--- config.mk ---
export PLATFORM = sky130hd
export DESIGN_NAME = program_sequencer
export DESIGN_NICKNAME = d
export VERILOG_FILES = /design/src/rtl/program_sequencer.sv
export SDC_FILE = /design/constraint.sdc
export NUM_CORES = 2
export LEC_CHECK = 0
export ABC_AREA = 0
export CORE_MARGIN = 5
export CORE_UTILIZATION = 45
export DETAILED_ROUTE_END_ITERATION = 12
export SYNTH_ARGS = -nofsm -noshare
export SYNTH_HDL_FRONTEND = slang
export SYNTH_SLANG_ARGS = --single-unit
--- constraint.sdc ---
create_clock -name clk -period 4.9 [get_ports clk]
set_input_delay 0.98 -clock clk [delete_from_list [all_inputs] [get_ports clk]]
set_output_delay 0.98 -clock clk [all_outputs]
set_load 0.05 [all_outputs]
--- src/rtl/program_sequencer.sv ---
// program_sequencer: program store and run controller for the ARM-subset core.
// Loads a word stream, releases the core and serves instruction from pc.
// Ports:
//   clk, rst (sync, active high), clear (sync program discard)
//   load_valid/load_ready/load_data/load_last: program word stream
//   start: run request; pc: core byte address; instruction: fetched word
//   cpu_rst, running, done, err, prog_len, cycle_count: status
// Build option: define PSEQ_WATCHDOG_EN to end runs after MAX_CYCLES cycles.
module program_sequencer #(
  parameter int                DATA_W     = 32,
  parameter int                ADDR_W     = 8,
  parameter int                DEPTH      = 64,
  parameter logic [DATA_W-1:0] HALT_WORD  = '0,
  parameter int                MAX_CYCLES = 1024
) (
  input  logic              clk,
  input  logic              rst,
  input  logic              clear,
  input  logic              load_valid,
  output logic              load_ready,
  input  logic [DATA_W-1:0] load_data,
  input  logic              load_last,
  input  logic              start,
  input  logic [ADDR_W-1:0] pc,
  output logic [DATA_W-1:0] instruction,
  output logic              cpu_rst,
  output logic              running,
  output logic              done,
  output logic              err,
  output logic [ADDR_W-2:0] prog_len,
  output logic [15:0]       cycle_count
);

  localparam int PLW = ADDR_W - 1;
  localparam int IW  = ADDR_W - 2;

  if (DEPTH < 2 || DEPTH > (1 << IW) || MAX_CYCLES < 1) begin : g_cfg_err
    $error("program_sequencer: illegal DEPTH/ADDR_W/MAX_CYCLES");
  end

  typedef enum logic [2:0] {
    S_IDLE,
    S_LOAD,
    S_READY,
    S_RUN,
    S_DONE
  } state_t;

  state_t            r_state;
  logic [DATA_W-1:0] r_mem [DEPTH];
  logic [PLW-1:0]    r_prog_len;
  logic              r_err;
  logic [15:0]       r_cycles;

  logic [IW-1:0]     w_idx;
  logic              w_oob;
  logic [DATA_W-1:0] w_rd;
  logic [DATA_W-1:0] w_fetch;
  logic              w_halt;
  logic              w_load_fire;
  logic              w_full;
  logic [15:0]       w_cyc_nxt;
  logic              w_wdog;
  logic              w_unused;

  // pc is a byte address; the core only ever fetches whole words
  assign w_idx    = pc[ADDR_W-1:2];
  assign w_unused = ^pc[1:0];

  assign w_oob   = {1'b0, w_idx} >= r_prog_len;
  assign w_rd    = r_mem[w_idx];
  assign w_fetch = (r_state == S_RUN && !w_oob) ? w_rd : '0;
  assign w_halt  = (w_fetch == HALT_WORD);

  assign w_load_fire = load_valid && load_ready;
  // Full is judged on the index being written, independent of load_last
  assign w_full      = (r_prog_len == PLW'(DEPTH - 1));

  assign w_cyc_nxt = (r_cycles == 16'hFFFF) ? r_cycles
                                            : r_cycles + 16'd1;

`ifdef PSEQ_WATCHDOG_EN
  assign w_wdog = (32'(w_cyc_nxt) >= 32'(MAX_CYCLES));
`else
  assign w_wdog = 1'b0;
`endif

  always_ff @(posedge clk) begin
    if (!rst && !clear && w_load_fire) begin
      r_mem[r_prog_len[IW-1:0]] <= load_data;
    end
  end

  always_ff @(posedge clk) begin
    if (rst) begin
      r_state    <= S_IDLE;
      r_prog_len <= '0;
      r_err      <= 1'b0;
      r_cycles   <= '0;
    end else if (clear) begin
      r_state    <= S_IDLE;
      r_prog_len <= '0;
      r_err      <= 1'b0;
    end else begin
      unique case (r_state)
        S_IDLE, S_LOAD: begin
          if (load_valid) begin
            r_prog_len <= r_prog_len + 1'b1;
            r_state    <= (load_last || w_full) ? S_READY : S_LOAD;
          end
        end
        S_READY: begin
          if (start) begin
            r_state  <= S_RUN;
            r_cycles <= '0;
          end
        end
        S_RUN: begin
          r_cycles <= w_cyc_nxt;
          // out-of-range wins over halt; watchdog is lowest
          if (w_oob) begin
            r_state <= S_DONE;
            r_err   <= 1'b1;
          end else if (w_halt) begin
            r_state <= S_DONE;
            r_err   <= 1'b0;
          end else if (w_wdog) begin
            r_state <= S_DONE;
            r_err   <= 1'b1;
          end
        end
        S_DONE: begin
          if (start) begin
            r_state  <= S_RUN;
            r_cycles <= '0;
            r_err    <= 1'b0;
          end
        end
        default: begin
          r_state <= S_IDLE;
        end
      endcase
    end
  end

  assign load_ready  = (r_state == S_IDLE) || (r_state == S_LOAD);
  assign cpu_rst     = (r_state != S_RUN);
  assign running     = (r_state == S_RUN);
  assign done        = (r_state == S_DONE);
  assign err         = r_err;
  assign prog_len    = r_prog_len;
  assign cycle_count = r_cycles;
  assign instruction = w_fetch;

endmodule

## After elaboration in Yosys (flattened, before gate mapping)

Memories as Yosys holds them, arrays and structs flattened.
Cells that the tools add are included.

- Bits of input ports: 46
- Output and inout bits: 60
- Bits in writable memories: 2048
- Flip-flop bits (word level): 27
- Memories kept: 1

- Reductions and logical operators: 20
- Order comparisons: 1
- Multiplexer cells: 16
- Add/subtract/negate cells: 2
- Equality and inequality tests: 12
- Bitwise logic cells: 1

Memories:

| memory | words | bits a word | read ports | clocked after memory_dff | wr ports | RTL line | source |
|---|---|---|---|---|---|---|---|
| r_mem | 64 | 32 | 1 | 0 | 1 | 50 | `logic [DATA_W-1:0] r_mem [DEPTH];` |

Operators with widths:

| operator | number |
|---|---|
| $logic_not 32->1 | 1 |
| $mux 16 | 2 |
| $mux 32 | 1 |
| $pmux 16 s2 | 1 |
| $add 16x1->16 const B | 1 |
| $eq 16x16->1 const B | 1 |
| $mux 3 | 4 |
| $pmux 3 s3 | 1 |
| $add 7x1->7 const B | 1 |
| $eq 7x6->1 const B | 1 |
| $ge 6x7->1 | 1 |
| $eq 3x2->1 const B | 2 |
| $ne 2x2->1 const B | 3 |
| $reduce_and 3->1 | 2 |
| $reduce_or 2->1 | 3 |
| $mux 1 | 5 |
| $logic_and 1x1->1 | 4 |
| $reduce_and 4->1 | 1 |
| $reduce_bool 2->1 | 2 |
| $eq 3x1->1 const B | 1 |
| $eq 3x3->1 const B | 1 |
| $logic_not 1->1 | 3 |
| $logic_not 3->1 | 1 |
| $ne 3x1->1 const B | 1 |
| 7 further kinds | 8 |

## Logic depth before layout (Yosys ltp)

- Word-level depth: 8
- Depth in mapped cells: 18

## Worst setup path before layout

Ideal clock, no wire load.

- Path type: input port to output port
- Start point: input port pc[2]
- End point: output port instruction[23]
- Path buffers: 6
- Cell stages on the path: 12
- Arrival: 4.690 ns
- Required time: 3.920 ns
- Setup slack: -0.770 ns
- Path through: buf_6 buf_6 buf_6 clkinv_1 buf_2 buf_2 ha_1 nor2b_1 o21ai_0 a41o_1 buf_4 o41ai_1

- Word-level cells in the longest chain between the ends: 4
- Elaborated cells on any way between the ends: 5
- Classes of those cells: order compare (1); mux (1); reduce/logical (2); memory (1)

Ends and longest elaborated chain:

| what | RTL line | source |
|---|---|---|
| start: declaration | 24 | `input logic [ADDR_W-1:0] pc,` |
| branches (longest 3 deep; another with $mem_v2 64x32) | - |  |
| $mux 32 (*) | 72 | `assign w_fetch = (r_state == S_RUN && !w_oob) ? w_rd : '0;` |
| end: declaration | 25 | `output logic [DATA_W-1:0] instruction,` |

Mark *: on every way between the ends.

## Final worst setup path

- Start point: input port pc[2]
- End point: register r_state[0]

- Word-level cells in the longest chain between the ends: 7
- Elaborated cells on any way between the ends: 10
- Classes of those cells: order compare (1); eq/ne (1); mux (3); reduce/logical (4); memory (1)

Ends and longest elaborated chain:

| what | RTL line | source |
|---|---|---|
| branches (longest 7 deep; another with $mem_v2 64x32) | - |  |
| end signal: assignment | 109 | `r_state <= (load_last \|\| w_full) ? S_READY : S_LOAD;` |
| end: declaration | 49 | `state_t r_state;` |

Parallel ways; which one is timed is not known.
A chain may end at the register's enable or synchronous reset.

==> run summary <==
f_max: 0.2061 GHz
num rows: 155
status: complete, no violations
Die H: 433.6 um
dpl cells: 6569
CTS tree: built
largest net degree at the start of global routing: 65
Routed Antenna Nets: 0
post-synthesis sequential area ratio: 76.82%
number of nets in the layout: 4476
syn avg cell area: 21.16 um^2
CP max FO: 20
syn_nets: 3871
Netlist Area Pre-Place: 80760 um^2
Worst slew margin: 12.20%
# hold bufs at CTS: 0
number of global-route vias before repair: 42.68k
routed len/inst: 35.66 um
r2r worst-path depth: 12
Synth cell types: 81
setup skew after layout: 56.74 ps
Tot GR Track Use: 26.45%
DPL Wire Length: 149400 um
Hold Path Stages: 1
share of layout cells above drive strength 1: 29.80%
Worst EP arrival: 5600 ps
worst path cell trace: buf_8, buf_12, buf_12, buf_4, mux4_2, a221oi_1, o21ai_0, o311ai_0, nand3_1, nor3b_1, buf_4, a41o_1, nand4_1, buf_4, or4_1, and3_1
initial antenna violation count: 24
IO Count: 106
first-pass GRT wire length: 342500 um
max cap viols: 0
filler cell count: 13.74k
Sum Neg Setup Slack: 0 ps
PwrDens: 384.4 nW/um^2
drt first pass iters: 6
Worst-Margin Slew: 1317 ps
Finished Layout Cells: 6955
TritonCTS Buffers: 206
Clk pin slew, worst setup/hold paths: 60 ps
Setup crit start kind: input pin
Cells after Synth: 3817
gr ovfl total: 0
Iter 0 DRT Violations: 6048
worst hold path type: flop to flop
CP most frequent cell: buf_4
post-route clock period utilization: 99.01%
ys flop type: edfxtp_1
final wirelength: 248000 um
Final min period: 4851 ps
die area: 188000 um^2
DRC: 0
Vias/cell: 6.281
Post-synth EDFFs: 2048
Die X: 433.6 um
RSZ-0062 raised after global routing: no
Placeable Area: 178400 um^2
input/output buffers: 103
Worst path max stage delay: 630 ps
Yosys reg bits: 2075
Leak: 0.03094 uW
WS Path Type: input pin to flop
# setup viols final: 0
asr flop ratio synth: 0%
synth warn: 0
Required @ worst endpoint: 5650 ps
Critical-path top delay cell: nor3b_1
Peak supply drop: 0.0003560 V
Hold Vio Cnt, Final: 0
clk root buf: clkbuf_16
Sink Count: 2075
DR vias: 43.68k
clk_lat worst skew: 860 ps
Starting Density: 45.26%
Final Util: 53.56%
Worst Setup End Kind: flop
area grow syn2layout: 18.33%
Final Max Slew Viols: 0
CTS max path bufs: 3
H-tree Lvls: 4
GPL Wtd Cong: 0.8681
synth_stat cells, types with 5 or more instances:
cell type  number  area, um^2
nor3b_1         6       45.04
edfxtp_1     2048       61500
a211oi_1       12       90.09
ha_1            8       100.1
mux2_2         18       202.7
a311oi_1        9       78.83
mux2i_1       219        2192
a31oi_1        16       100.1
nor3_1         18       90.09
buf_4          31       232.7
a2111oi_0       5       43.79
o21ai_0        45       225.2
mux4_2        406        9144
o221ai_1        5       43.79
and2_1         14       87.58
dfxtp_1        27       540.5
nor2_1        145       544.3
a32oi_1        10       87.58
nand2b_1       16       100.1
buf_6          34       382.9
a21oi_1        70       350.3
nor4_1          5       31.28
nand4_1        15       93.84
mux4_1         31       814.5
or2_2           5       31.28
buf_12          5       100.1
a22oi_1       122       915.9
a41oi_1         6       52.55
nand2_1       104       390.4
inv_1          12       45.04
buf_2          69       345.3
nand3_1        60       300.3
clkbuf_1       45       168.9
o22ai_1        23       143.9
buf_1          14       52.55
and3_1         14       87.58
a221oi_1       11       96.34
nor2b_1        23       143.9
o211ai_1        8       60.06
xnor2_1         5       43.79
routing by layer:
layer | vias up | global-route usage [%] | wire length, um
met5 | - | 0 | 57
li1 | 17332 | - | -
met3 | 410 | 5.725 | 25730
met4 | 6 | 8.663 | 8834
met2 | 2592 | 40.68 | 114500
met1 | 23341 | 38.05 | 98880
placed cells by master, fill, tap and decap left out, types with 20 or more instances in the layout:
master / netlist / layout
nor2_1: 145 / 79
a22oi_1: 122 / 122
o21ai_0: 45 / 45
clkbuf_1: 45 / 35
nor2_4: 0 / 65
dfxtp_1: 27 / 27
buf_4: 31 / 403
nand2_1: 104 / 104
clkbuf_16: 0 / 208
nand3_1: 60 / 60
clkdlybuf4s50_1: 0 / 33
clkinv_1: 3 / 60
buf_2: 69 / 33
a21oi_1: 70 / 69
mux2i_1: 219 / 219
o22ai_1: 23 / 23
edfxtp_1: 2048 / 2048
mux4_2: 406 / 406
mux4_1: 31 / 31
clkinv_2: 0 / 42
nor2b_1: 23 / 20
buf_12: 5 / 126
power by group:
part	switching (uW)	internal [uW]	leakage [uW]	total, uW
registers	7.50	19500	0.0186	19500
logic	1230	780	0.00916	2010
clock network	6730	8470	0.00316	15200
total	7970	28800	0.0309	36700
kinds of logic (layout without fill, tap and decap cells):
kind of cell	after synthesis	count (layout)	synth area share, %
AO/OA/AOI/OAI	394	394	3.416
buffers and inverters	219	992	1.717
AND/OR/NAND/NOR	442	442	2.573
XOR/XNOR	5	5	0.05422
flip-flops	2075	2075	76.82
multiplexers	674	674	15.30
other	0	10	0
adder cells (fa/ha/maj)	8	8	0.1239
per-stage QoR:
step	worst slack (ps)	total power (uW)	cell area (um^2)	hold slack (ps)
after floorplan	-297.0	20830	80780	596.1
after global placement	-917.4	21860	89010	473.7
after detailed placement	-874.6	21880	89010	466.9
after CTS	29.01	36920	95520	428.8
after global routing	7.875	37810	95540	468.1
final	48.70	36730	95560	481.3
path summary, 6_finish.rpt:
kind / from / slack [ps] / endpoint
max: pc[2] / 50 / r_state[0]$_SDFFE_PP0P_
max reg2reg: r_mem[8][19]$_DFFE_PP_ / 500 / r_state[0]$_SDFFE_PP0P_
min reg2reg: cycle_count[13]$_SDFFE_PP0P_ / 480 / cycle_count[13]$_SDFFE_PP0P_
min: cycle_count[13]$_SDFFE_PP0P_ / 480 / cycle_count[13]$_SDFFE_PP0P_
registers in the layout, indices dropped and copies added, names as in the netlist:
name         cells
prog_len         7
cycle_count     16
r_state          3
r_mem         2048
err              1
critical path: cells and delay by family:
kind | cells | cell delay [ps]
and+or+nand+nor | 5 | 1670
buffers and inverters | 6 | 1420
AOI/OAI and AO/OA | 4 | 1010
muxes | 1 | 480
final cells by class:
cell class,count,area [um^2],share of cell area (%)
flip-flops and latches,2075,62040,64.92
multi-input cells,1523,17920,18.75
repair buffers,599,6100,6.383
clock buffers,243,5336,5.584
well taps,2355,2947,3.083
clock inverters,133,1131,1.184
inverters,17,65.06,0.06809
diodes,10,25.02,0.02619
repair_timing:
item                       CTS  global route
setup endpoints to repair    6             4
pin swaps                    1             2
hold endpoints to repair     0             0
gates resized for setup      5             4
setup buffers                1             0
(Power assumes the default switching activity.)
